<file path="config.mk">
export PLATFORM = sky130hd
export DESIGN_NAME = mc_control_unit
export DESIGN_NICKNAME = d
export VERILOG_FILES = /design/src/rtl/cpu_defs_pkg.sv /design/src/rtl/mc_cu_decode.sv /design/src/rtl/mc_control_unit.sv
export SDC_FILE = /design/constraint.sdc
export NUM_CORES = 1
export LEC_CHECK = 0
export ABC_AREA = 1
export CAP_MARGIN = 20
export CORE_MARGIN = 2
export CORE_UTILIZATION = 44
export CTS_CLUSTER_DIAMETER = 80
export DETAILED_ROUTE_END_ITERATION = 10
export GPL_ROUTABILITY_DRIVEN = 0
export PLACE_DENSITY = 0.72
export SLEW_MARGIN = 40
export SYNTH_ARGS = -nofsm -noshare
export SYNTH_HDL_FRONTEND = slang
export SYNTH_SLANG_ARGS = --single-unit
</file>
<file path="constraint.sdc">
create_clock -name CLK -period 1.9 [get_ports CLK]
set_input_delay 0.19 -clock CLK [delete_from_list [all_inputs] [get_ports CLK]]
set_output_delay 0.19 -clock CLK [all_outputs]
set_load 0.01 [all_outputs]
</file>
<file path="src/rtl/cpu_defs_pkg.sv">
// Shared encodings for the multi-cycle CPU control path: FSM states, opcodes,
// ALU operations, PC source and write-register selects, plus the decoded control bundle.
package cpu_defs_pkg;

  typedef enum logic [2:0] {
    ST_IF     = 3'b000,
    ST_ID     = 3'b001,
    ST_EXE_AL = 3'b010,
    ST_EXE_BR = 3'b011,
    ST_EXE_LS = 3'b100,
    ST_MEM    = 3'b101,
    ST_WB     = 3'b110,
    ST_HALT   = 3'b111
  } state_e;

  localparam logic [5:0] OP_ADD  = 6'b000000;
  localparam logic [5:0] OP_SUB  = 6'b000001;
  localparam logic [5:0] OP_ADDI = 6'b000010;
  localparam logic [5:0] OP_OR   = 6'b010000;
  localparam logic [5:0] OP_AND  = 6'b010001;
  localparam logic [5:0] OP_ORI  = 6'b010010;
  localparam logic [5:0] OP_SW   = 6'b100110;
  localparam logic [5:0] OP_LW   = 6'b100111;
  localparam logic [5:0] OP_BEQ  = 6'b110000;
  localparam logic [5:0] OP_J    = 6'b111000;
  localparam logic [5:0] OP_JR   = 6'b111001;
  localparam logic [5:0] OP_JAL  = 6'b111010;
  localparam logic [5:0] OP_HALT = 6'b111111;

  localparam logic [2:0] ALU_ADD = 3'b000;
  localparam logic [2:0] ALU_SUB = 3'b001;
  localparam logic [2:0] ALU_OR  = 3'b010;
  localparam logic [2:0] ALU_AND = 3'b011;

  localparam logic [1:0] PC_NEXT   = 2'b00;
  localparam logic [1:0] PC_BRANCH = 2'b01;
  localparam logic [1:0] PC_JUMP   = 2'b10;
  localparam logic [1:0] PC_REG    = 2'b11;

  localparam logic [1:0] REG_RA = 2'b00;
  localparam logic [1:0] REG_RT = 2'b01;
  localparam logic [1:0] REG_RD = 2'b10;

  typedef struct packed {
    logic       pc_wre;
    logic       ir_wre;
    logic       ins_mem_rw;
    logic       ext_sel;
    logic       reg_wre;
    logic [1:0] reg_out;
    logic       alu_src_b;
    logic       alu_m2reg;
    logic       wr_reg_pc;
    logic       data_mem_en;
    logic       data_mem_rw;
    logic [1:0] pc_src;
    logic [2:0] alu_op;
    logic       illegal;
    logic       halted;
  } ctrl_t;

endpackage

</file>
<file path="src/rtl/mc_cu_decode.sv">
// Combinational control decode: current state, opcode and flags to control bundle
// and next FSM state.
module mc_cu_decode
  import cpu_defs_pkg::*;
#(
  parameter int OP_W = 6
) (
  input  state_e          state_q,
  input  logic [OP_W-1:0] operation,
  input  logic            zero,
  input  logic            imem_rdy,
  input  logic            dmem_rdy,
  output ctrl_t           ctrl,
  output state_e          state_d
);

  logic       is_imm;
  logic       is_alu;
  logic       is_lw;
  logic       is_sw;
  logic [2:0] alu_sel;

  always_comb begin
    is_imm  = 1'b0;
    is_alu  = 1'b1;
    alu_sel = ALU_ADD;
    is_lw   = (operation == OP_W'(OP_LW));
    is_sw   = (operation == OP_W'(OP_SW));
    case (operation)
      OP_W'(OP_ADD):  alu_sel = ALU_ADD;
      OP_W'(OP_SUB):  alu_sel = ALU_SUB;
      OP_W'(OP_OR):   alu_sel = ALU_OR;
      OP_W'(OP_AND):  alu_sel = ALU_AND;
      OP_W'(OP_ADDI): begin alu_sel = ALU_ADD; is_imm = 1'b1; end
      OP_W'(OP_ORI):  begin alu_sel = ALU_OR;  is_imm = 1'b1; end
      default:        is_alu = 1'b0;
    endcase
  end

  always_comb begin
    ctrl    = '0;
    state_d = state_q;
    unique case (state_q)
      ST_IF: begin
        ctrl.ins_mem_rw = 1'b1;
        if (imem_rdy) begin
          ctrl.ir_wre = 1'b1;
          state_d     = ST_ID;
        end
      end
      ST_ID: begin
        case (operation)
          OP_W'(OP_J): begin
            ctrl.pc_wre = 1'b1;
            ctrl.pc_src = PC_JUMP;
            state_d     = ST_IF;
          end
          OP_W'(OP_JAL): begin
            ctrl.pc_wre    = 1'b1;
            ctrl.pc_src    = PC_JUMP;
            ctrl.reg_wre   = 1'b1;
            ctrl.reg_out   = REG_RA;
            ctrl.wr_reg_pc = 1'b1;
            state_d        = ST_IF;
          end
          OP_W'(OP_JR): begin
            ctrl.pc_wre = 1'b1;
            ctrl.pc_src = PC_REG;
            state_d     = ST_IF;
          end
          OP_W'(OP_BEQ):                 state_d = ST_EXE_BR;
          OP_W'(OP_LW), OP_W'(OP_SW):    state_d = ST_EXE_LS;
          OP_W'(OP_HALT):                state_d = ST_HALT;
          default: begin
            if (is_alu) begin
              state_d = ST_EXE_AL;
            end else begin
              // Undefined opcodes are skipped like a NOP and still retire.
              ctrl.pc_wre  = 1'b1;
              ctrl.pc_src  = PC_NEXT;
              ctrl.illegal = 1'b1;
              state_d      = ST_IF;
            end
          end
        endcase
      end
      ST_EXE_AL: begin
        ctrl.alu_op    = alu_sel;
        ctrl.alu_src_b = is_imm;
        ctrl.ext_sel   = (operation == OP_W'(OP_ADDI));
        ctrl.reg_out   = is_imm ? REG_RT : REG_RD;
        state_d        = ST_WB;
      end
      ST_EXE_BR: begin
        ctrl.alu_op    = ALU_SUB;
        ctrl.alu_src_b = 1'b0;
        ctrl.pc_wre    = 1'b1;
        ctrl.pc_src    = zero ? PC_BRANCH : PC_NEXT;
        state_d        = ST_IF;
      end
      ST_EXE_LS: begin
        ctrl.alu_op    = ALU_ADD;
        ctrl.alu_src_b = 1'b1;
        ctrl.ext_sel   = 1'b1;
        state_d        = ST_MEM;
      end
      ST_MEM: begin
        ctrl.data_mem_en = 1'b1;
        ctrl.data_mem_rw = is_sw;
        if (dmem_rdy) begin
          if (is_sw) begin
            ctrl.pc_wre = 1'b1;
            state_d     = ST_IF;
          end else begin
            state_d     = ST_WB;
          end
        end
      end
      ST_WB: begin
        ctrl.reg_wre   = 1'b1;
        ctrl.pc_wre    = 1'b1;
        ctrl.pc_src    = PC_NEXT;
        ctrl.alu_m2reg = is_lw;
        ctrl.reg_out   = (is_lw || is_imm) ? REG_RT : REG_RD;
        state_d        = ST_IF;
      end
      ST_HALT: begin
        ctrl.halted = 1'b1;
      end
    endcase
  end

endmodule

</file>
<file path="src/rtl/mc_control_unit.sv">
// Multi-cycle CPU control unit: FSM state register, retired-instruction counter
// and reset gating of the enables produced by mc_cu_decode.
module mc_control_unit
  import cpu_defs_pkg::*;
#(
  parameter int OP_W          = 6,
  parameter int ALUOP_W       = 3,
  parameter int CNT_W         = 32,
  parameter int MEM_HANDSHAKE = 1
) (
  input  logic               CLK,
  input  logic               Reset,
  input  logic [OP_W-1:0]    operation,
  input  logic               zero,
  input  logic               imem_ready,
  input  logic               dmem_ready,
  output logic               PCWre,
  output logic               IRWre,
  output logic               InsMemRW,
  output logic               ExtSel,
  output logic               RegWre,
  output logic [1:0]         RegOut,
  output logic               ALUSrcB,
  output logic               ALUM2Reg,
  output logic               WrRegPC,
  output logic               DataMemEn,
  output logic               DataMemRW,
  output logic [1:0]         PCSrc,
  output logic [ALUOP_W-1:0] ALUOp,
  output logic [2:0]         state,
  output logic               illegal,
  output logic               halted,
  output logic [CNT_W-1:0]   instr_count
);

  state_e             state_q, state_d;
  logic [CNT_W-1:0]   cnt_q, cnt_d;
  ctrl_t              ctrl;
  logic               imem_rdy;
  logic               dmem_rdy;

  always_comb begin
    imem_rdy = (MEM_HANDSHAKE != 0) ? imem_ready : 1'b1;
    dmem_rdy = (MEM_HANDSHAKE != 0) ? dmem_ready : 1'b1;
  end

  mc_cu_decode #(
    .OP_W (OP_W)
  ) u_decode (
    .state_q   (state_q),
    .operation (operation),
    .zero      (zero),
    .imem_rdy  (imem_rdy),
    .dmem_rdy  (dmem_rdy),
    .ctrl      (ctrl),
    .state_d   (state_d)
  );

  // Enables are forced low while reset is held so nothing fires mid-reset.
  always_comb begin
    PCWre       = ctrl.pc_wre      & Reset;
    IRWre       = ctrl.ir_wre      & Reset;
    RegWre      = ctrl.reg_wre     & Reset;
    DataMemEn   = ctrl.data_mem_en & Reset;
    illegal     = ctrl.illegal     & Reset;
    InsMemRW    = ctrl.ins_mem_rw;
    ExtSel      = ctrl.ext_sel;
    RegOut      = ctrl.reg_out;
    ALUSrcB     = ctrl.alu_src_b;
    ALUM2Reg    = ctrl.alu_m2reg;
    WrRegPC     = ctrl.wr_reg_pc;
    DataMemRW   = ctrl.data_mem_rw;
    PCSrc       = ctrl.pc_src;
    ALUOp       = ALUOP_W'(ctrl.alu_op);
    halted      = ctrl.halted;
    state       = state_q;
    instr_count = cnt_q;
  end

  always_comb begin
    cnt_d = cnt_q;
    if (PCWre) cnt_d = cnt_q + 1'b1;
  end

  always_ff @(posedge CLK) begin
    if (!Reset) begin
      state_q <= ST_IF;
      cnt_q   <= '0;
    end else begin
      state_q <= state_d;
      cnt_q   <= cnt_d;
    end
  end

endmodule

</file>
[Word-level counts from Yosys, hierarchy flattened]
Index checks and enable logic that the tools add are counted.
Storage, ports and cells
  register bits: 35
  latch bits: 0
  RAM bits: 0
  ROM bits: 0
  output and inout bits: 54
  memories kept: 0
Operators by class
  add/subtract/negate cells: 1
  multipliers: 0
  div/mod/pow operators: 0
  magnitude comparators: 0
  equal/unequal tests: 21
  shift-type cells: 0
  muxes and demuxes: 34
  bitwise logic cells: 5
  reductions and logical operators: 14
Operator list (number)
  6-bit equality test (second input constant): 7
  32-bit by 1-bit adder with 32-bit output (second input constant): 1
  6-bit by 5-bit equality test with 1-bit output (second input constant): 3
  3-bit case mux with 6 select lines: 1
  1-bit 2-to-1 mux: 13
  3-bit equality test (second input constant): 4
  3-bit 2-to-1 mux: 4
  2-bit case mux with 2 select lines: 3
  2-bit case mux with 3 select lines: 2
  3-bit case mux with 4 select lines: 1
  2-bit 2-to-1 mux: 5
  2-bit OR reduction: 5
  1-bit case mux with 2 select lines: 4
  7-bit OR reduction: 1
  3-bit by 2-bit equality test with 1-bit output (second input constant): 2
  6-bit by 1-bit equality test with 1-bit output (second input constant): 1
  6-bit by 2-bit equality test with 1-bit output (second input constant): 1
  6-bit zero test: 1
  6-bit nonzero test: 1
  6-bit OR reduction: 1
  1-bit AND: 5
  2-bit != test (second input constant): 2
  4-bit OR reduction: 1
  3-bit by 1-bit equality test with 1-bit output (second input constant): 1
  other kinds (5): 5

[Longest topological paths before layout]
Gate-level depths: netlist of run 1.
  depth in word-level cells: 7
  depth in mapped cells: 12

[Hierarchy]
Synthesis of run 1 repeated with hierarchy kept, for this count alone.
Unflattened totals
  cells, all modules: 416
  area total of the unflattened synthesis: 2407.3 µm²
Modules (own cells, without submodules)
  mc_control_unit: times used 1, cells an instance 314, area an instance 1954.4 µm², sequential area each 700.7 µm²
  mc_cu_decode: times used 1, cells an instance 102, area an instance 452.9 µm², sequential area each 0.0 µm²

[Worst setup path after synthesis of run 1]
OpenSTA, ideal clock, no wires.
  path kind: register to output
  start: register state_q[0] (netlist: state[0])
  end: output port RegWre
  data arrival time: 1.470 ns
  path slack: 0.240 ns
  cell stages (with the launch flop): 9
  path buffers: 0
  path through: dfxtp_1 -> nand2_2 -> nor2_2 -> inv_1 -> nor4_1 -> inv_1 -> nor2_1 -> inv_1 -> a21oi_1
Between the ends
  word-level cells in the longest chain between the ends: 3
RTL lines
  from (decl): line mc_control_unit.sv:36  | state_e state_q, state_d;
  from (signal assigned): line mc_control_unit.sv:90  | state_q <= state_d;
  3-bit equality test or 3-bit by 1-bit equality test with 1-bit output (tied branches): line mc_cu_decode.sv:43  | unique case (state_q)
  1-bit case mux with 2 select lines (*): line mc_cu_decode.sv:43
  1-bit AND (*): line mc_control_unit.sv:63  | RegWre = ctrl.reg_wre & Reset;
  to (decl): line mc_control_unit.sv:21  | output logic RegWre,
Every way passes the cells marked *; elsewhere a longest branch is shown, timed or not.

[Worst setup path after layout of run 1]
  start: input port operation[0]
  end: output port illegal
Between the ends
  word-level cells in the longest chain between the ends: 7
RTL lines
  from (decl): line mc_control_unit.sv:13  | input logic [OP_W-1:0] operation,
  6-bit by 1-bit equality test with 1-bit output, or another cell as far along: line mc_cu_decode.sv:29  | case (operation)
  6-bit OR reduction (no line)
  1-bit 2-to-1 mux: line mc_cu_decode.sv:29
  1-bit 2-to-1 mux: line mc_cu_decode.sv:75  | if (is_alu) begin
  1-bit 2-to-1 mux (*): line mc_cu_decode.sv:52  | case (operation)
  1-bit 2-to-1 mux (*): line mc_cu_decode.sv:43
  1-bit AND (*): line mc_control_unit.sv:65  | illegal = ctrl.illegal & Reset;
  to (decl): line mc_control_unit.sv:31  | output logic illegal,
Marks and branches as above.

==> impl_metrics.env, run 1 <==
export IMPL_cts_htree_levels=2
export IMPL_seq_area_frac_synth=0.258
export IMPL_synth_cell_types=31
export IMPL_syn_area_sq_mm=0.00272
export IMPL_cp_slowest_cell="clkdlybuf4s50_1"
export IMPL_period_needed_ns=1.81
export IMPL_num_rows=28
export IMPL_crit_type="input pin to primary output"
export IMPL_timing_rr_end="instr_count[3]"
export IMPL_p_leak_uw=0.00144
export IMPL_maxCapViolCount=0
export IMPL_antenna_found_initial=0
export IMPL_fmax_ghz=0.553
export IMPL_drive_gt1_frac=0.172
export IMPL_fin_crit_sh=0.951
export IMPL_cts_hold_fix_buffers=0
export IMPL_clkTransAtPathRegs_ns=0.07
export IMPL_core_area_sq_mm=0.00596
export IMPL_crit_path_end="illegal"
export IMPL_ant_nets=0
export IMPL_wl_per_cell_um=12.4
export IMPL_syn_num_nets=478
export IMPL_fin_worst_hold_slack_ns=0.509
export IMPL_fin_cells=634
export IMPL_r2r_slack_ns=0.19
export IMPL_reg2reg_depth=12
export IMPL_whs_path_depth=2
export IMPL_startpoint="operation[0]"
export IMPL_cpPeakStageDelay_ns=0.53
export IMPL_hp_class="register to register"
export IMPL_ys_seq_elements=35
export IMPL_drt_iter0_drc=84
export IMPL_dp_cells=625
export IMPL_routed_wl_um=7880
export IMPL_boundaryPins=65
export IMPL_numCtsBuffers=5
export IMPL_die_area_sq_mm=0.00682
export IMPL_grt_pass1_wl_um=13000
export IMPL_cts_max_path_buffers=2
export IMPL_vias=3170
export IMPL_rsz0062_at_grt="no"
export IMPL_vias_per_cell=5.00
export IMPL_grt_usage=0.244
export IMPL_cp_start_kind="input pin"
export IMPL_cts_tree="done"
export IMPL_clk_root_buffer_cell="clkbuf_8"
export IMPL_first_global_vias=3114
export IMPL_fp_dieH_um=82.6
export IMPL_overflow=0
export IMPL_status="complete, no violations"
export IMPL_peakVddDrop_mv=0.343
export IMPL_crit_path_max_fanout=4
export IMPL_syn_avg_cell_area_sq_um=5.83
export IMPL_grt_max_degree=39
export IMPL_path_cells="clkdlybuf4s50_1, nand2_2, nand3_1, nand2_1, nor2_2, inv_2, nor2_1, dlygate4sd2_1"
export IMPL_synth_cells=466
export IMPL_nets=570
export IMPL_port_buffers=63
export IMPL_worstPathRequired_ns=1.71
export IMPL_diodes=0
export IMPL_arrival_ns=1.62
export IMPL_clock_latency_ns=0.29
export IMPL_dp_final_hpwl_um=6100
export IMPL_cp_end_kind="primary output"
export IMPL_first_pass_iters=4
export IMPL_yosysWarnings=0
export IMPL_fin_skew_ns=0.00871
export IMPL_rr_startpoint="state[2]"
export IMPL_hold_viol=0
export IMPL_clkSinkCount=35
export IMPL_area_growth_syn_to_layout_pct=35.8
export IMPL_start_util=0.456
export IMPL_setup_viol_count_final=0
export IMPL_p_per_area_mw_per_mm2=422
export IMPL_tns_ns=0
export IMPL_slew_violations=0
export IMPL_die_width_um=82.6
export IMPL_route_detailed_drc=0
cells by family after synthesis:
kind of cell / share of synthesized area
AO/OA/AOI/OAI: 0.0977
other: 0.00138
AND/OR/NAND/NOR: 0.510
XOR/XNOR: 0.0226
buffers and inverters: 0.106
flip-flops: 0.258
adder cells (fa/ha/maj): 0.00461
worst max-delay path, delay by kind of cell:
family / cells / cell delay [ns]
buf+inv: 3 / 0.87
simple gates: 5 / 0.55
layout by cell type (no fill, tap or decap), types with 5 or more instances in the layout:
cell             Yosys  layout
dlygate4sd2_1        0      12
nor2_1              94      90
dfxtp_1             35      33
nand2_1            153     151
nor2_2               3       6
a21oi_1             21      21
buf_4                2      33
o21ai_0              5       5
nand3_2             13      13
nor3_1               8       8
xor2_1               5       5
a21oi_2             12      12
nand3_1             34      34
inv_1               46      45
clkdlybuf4s50_1      0      42
inv_2                5       6
clkbuf_8             0       5
synth_stat cells, drive strengths merged:
| cell | number | area [sq um] |
|---|---|---|
| nand4 | 4 | 25.0 |
| xor2 | 5 | 43.8 |
| inv | 51 | 191 |
| ha | 1 | 12.5 |
| nor3 | 8 | 40.0 |
| o22ai | 1 | 6.26 |
| dfxtp | 35 | 701 |
| nand2 | 156 | 603 |
| xnor2 | 2 | 17.5 |
| conb | 1 | 3.75 |
| nor4 | 1 | 6.26 |
| a21oi | 33 | 210 |
| clkbuf | 4 | 15.0 |
| buf | 8 | 81.3 |
| nand3b | 2 | 15.0 |
| o21bai | 1 | 7.51 |
| a211oi | 1 | 7.51 |
| o21ai | 5 | 25.0 |
| o41ai | 1 | 8.76 |
| nor2 | 99 | 394 |
| nand3 | 47 | 300 |
cell type report:
cell class	count	area, sq um
clock buffers	6	72.6
clock inverters	2	12.5
fillers	562	2270
repair buffers	97	853
multi-input cells	368	1760
well taps	75	93.8
flip-flops and latches	35	703
inverters	51	191
per-layer routing:
metal / vias up / track usage / wire length [um]
li1: 1649 / - / -
met1: 1414 / 0.287 / 3550
met2: 85 / 0.430 / 3680
met3: 22 / 0.0380 / 360
met4: 0 / 0.121 / 280
met5: - / 0 / 0
power by group:
| group | internal (uW) | total [uW] | switching [uW] |
|---|---|---|---|
| logic | 111 | 282 | 171 |
| clock network | 256 | 530 | 274 |
| registers | 740 | 745 | 4.99 |
| total | 1110 | 1560 | 450 |
state kept, by name (all words and copies together) (netlist names):
name	cells
state	3
instr_count	32
stage by stage:
stage | area (sq um) | power [uW] | worst slack [ns] | utilization
after detailed placement | 3590 | 1040 | -0.279 | 0.603
after floorplan | 2720 | 933 | 0.240 | -
final | 3690 | 1560 | 0.0926 | 0.619
after CTS | 3670 | 1570 | 0.00252 | 0.616
after global placement | 3590 | 1040 | -0.248 | 0.603
after global routing | 3690 | 1630 | 0.000719 | 0.619
what timing repair did:
item                                    CTS  global route
pin swaps                                 2             4
endpoints found under the setup margin   15            35
gates resized for setup                  36            15
setup buffers                             1             0
worst min-delay path by stage:
stage,startpoint,to,slack (ns)
after global routing,instr_count[31],instr_count[31],0.54
after CTS,instr_count[31],instr_count[31],0.51
after detailed placement,instr_count[31],instr_count[31],0.50
final,instr_count[31],instr_count[31],0.51
after floorplan,imem_ready,state[0],0.42
after global placement,instr_count[31],instr_count[31],0.49
Note: power is estimated with default switching activity, not from simulation.
==> run 2, diff against run 1 <==
--- a/config.mk
+++ b/config.mk
@@ -13,7 +13,8 @@
 export DETAILED_ROUTE_END_ITERATION = 10
 export GPL_ROUTABILITY_DRIVEN = 0
 export PLACE_DENSITY = 0.72
-export SLEW_MARGIN = 40
+export SETUP_SLACK_MARGIN = 0.1
+export SLEW_MARGIN = 15
 export SYNTH_ARGS = -nofsm -noshare
 export SYNTH_HDL_FRONTEND = slang
 export SYNTH_SLANG_ARGS = --single-unit
==> impl_metrics.env, run 2 (synthesized netlist as in run 1, its figures left out) <==
export IMPL_wl_per_cell_um=12.5
export IMPL_crit_path_max_fanout=2
export IMPL_boundaryPins=65
export IMPL_grt_usage=0.247
export IMPL_rr_startpoint="instr_count[0]"
export IMPL_status="complete, no violations"
export IMPL_maxCapViolCount=0
export IMPL_layout_common_cells="nand2_1, nor2_1, inv_1, clkdlybuf4s50_1"
export IMPL_hold_path_startpoint="instr_count[31]"
export IMPL_p_leak_uw=0.00144
export IMPL_largest_reg_flops=32
export IMPL_vias=3192
export IMPL_cp_end_kind="primary output"
export IMPL_p_per_area_mw_per_mm2=421
export IMPL_p_int_uw=1110
export IMPL_worstPathRequired_ns=1.71
export IMPL_dp_cells=625
export IMPL_drive_gt1_frac=0.186
export IMPL_p_sw_frac=0.292
export IMPL_timing_rr_end="instr_count[22]"
export IMPL_slew_violations=0
export IMPL_topRoutingLayerUsed="met4"
export IMPL_dp_slack_ns=-0.279
export IMPL_route_detailed_drc=0
export IMPL_die_width_um=82.6
export IMPL_port_buffers=63
export IMPL_fp_dieH_um=82.6
export IMPL_clkTransAtPathRegs_ns=0.07
export IMPL_power_share_sequential=0.475
export IMPL_dp_final_hpwl_um=6100
export IMPL_start_util=0.456
export IMPL_nets=571
export IMPL_fin_skew_ns=0.00936
export IMPL_num_rows=28
export IMPL_period_needed_ns=1.76
export IMPL_cp_slowest_cell="dfxtp_2"
export IMPL_p_comb_frac=0.183
export IMPL_vias_per_cell=5.03
export IMPL_crit_type="register to primary output"
export IMPL_grt_max_degree=39
export IMPL_ant_nets=0
export IMPL_wl_met1_um=3560
export IMPL_cts_max_path_buffers=2
export IMPL_area_growth_syn_to_layout_pct=37.1
export IMPL_clkSinkCount=35
export IMPL_path_cells="inv_2, nand2_2, nor2_4, inv_2, nor4_2, inv_1, nor2_2, inv_1, a21oi_1, buf_2"
export IMPL_reg2reg_depth=8
export IMPL_first_global_vias=3134
export IMPL_fin_cells=635
export IMPL_clock_latency_ns=0.29
export IMPL_setup_viol_count_final=0
export IMPL_cts_hold_fix_buffers=0
export IMPL_rsz0062_at_grt="yes"
export IMPL_whs_path_depth=2
export IMPL_layout_core_utilization=0.625
export IMPL_die_area_sq_mm=0.00682
export IMPL_drt_iter0_drc=98
export IMPL_fin_crit_sh=0.928
export IMPL_hp_class="register to register"
export IMPL_grt_pass1_wl_um=13100
export IMPL_diodes=0
export IMPL_cts_tree="done"
export IMPL_core_area_sq_mm=0.00596
export IMPL_wl_met3_um=367
export IMPL_holdPathEnd="instr_count[31]"
export IMPL_first_pass_iters=4
export IMPL_cts_htree_levels=2
export IMPL_fin_worst_hold_slack_ns=0.510
export IMPL_clkPwrFrac=0.341
export IMPL_numCtsBuffers=5
export IMPL_routed_wl_um=7940
export IMPL_r2r_slack_ns=0.23
export IMPL_antenna_found_initial=0
export IMPL_critPathBufInv=5
export IMPL_final_common_cell="nand2_1"
export IMPL_overflow=0
export IMPL_hold_viol=0
export IMPL_cpPeakStageDelay_ns=0.32
export IMPL_p_switching_uw=457
export IMPL_arrival_ns=1.57
export IMPL_clk_root_buffer_cell="clkbuf_8"
export IMPL_crit_family="simple AND/OR/NAND/NOR gates"
export IMPL_cp_start_kind="register"
export IMPL_wl_met2_um=3730
export IMPL_fmax_ghz=0.567
export IMPL_setup_slack_ns=0.137
export IMPL_num_fill_cells=562
export IMPL_peakVddDrop_mv=0.345
## run 2: cell types whose count changed in the layout (fill, tap and decap cells not counted), moves of 2 or more
cell,previous run,this run
buf_2,2,6
clkbuf_2,3,0
clkdlybuf4s50_1,42,40
nor3_1,8,6
nor3_2,0,2
## run 2: layout make-up
cell class / instances / area [sq um] / area share
multi-input cells: 368 / 1780 / 0.479
repair buffers: 98 / 861 / 0.231
flip-flops and latches: 35 / 706 / 0.190
inverters: 51 / 194 / 0.0521
well taps: 75 / 93.8 / 0.0252
clock buffers: 6 / 72.6 / 0.0195
clock inverters: 2 / 12.5 / 0.00336
## run 2: worst max-delay path by stage
stage,start,to,slack (ns),cells past startpoint
after floorplan,state[0],RegWre,0.24,8
after global placement,operation[1],PCWre,-0.25,10
after CTS,state[1],PCWre,0.07,11
after global routing,state[1],RegWre,0.04,10
final,state[1],RegWre,0.14,10
after detailed placement,operation[1],PCWre,-0.28,10
## run 2: metrics by stage
stage,instance area (sq um),total power [uW],setup TNS (ns)
6_report,3720,1570,0
5_1_grt,3720,1630,0
4_1_cts,3720,1580,0
3_5_place_dp,3590,1040,-9.27
3_3_place_gp,3590,1040,-7.68
2_1_floorplan,2720,933,0
## run 2: layer usage
layer  up-vias  GRT usage
met4         0      0.125
met5         -          0
met3        22     0.0402
met2        90      0.440
li1       1652          -
met1      1428      0.285
## run 2: worst reg2reg max path, delay by kind of cell (launching register included)
family / cells / cell delay [ns]
adder cells (fa/ha/maj): 1 / 0.19
AND/OR/NAND/NOR: 7 / 1.03
flip-flops: 1 / 0.35
## run 2: power groups by stage
stage          sequential (uW)  combinational (uW)  clock [uW]
5_1_grt                    745                 312         576
2_1_floorplan              770                 163           0
6_report                   744                 287         534
3_5_place_dp               762                 278           0
4_1_cts                    745                 285         554
3_3_place_gp               761                 275           0
## run 2: what timing repair did
item / CTS / global route
resized for setup: 57 / 14
buffers inserted: 2 / 0
setup endpoints to repair: 38 / 25
pin swaps: 5 / 5
gates cloned: 0 / 0
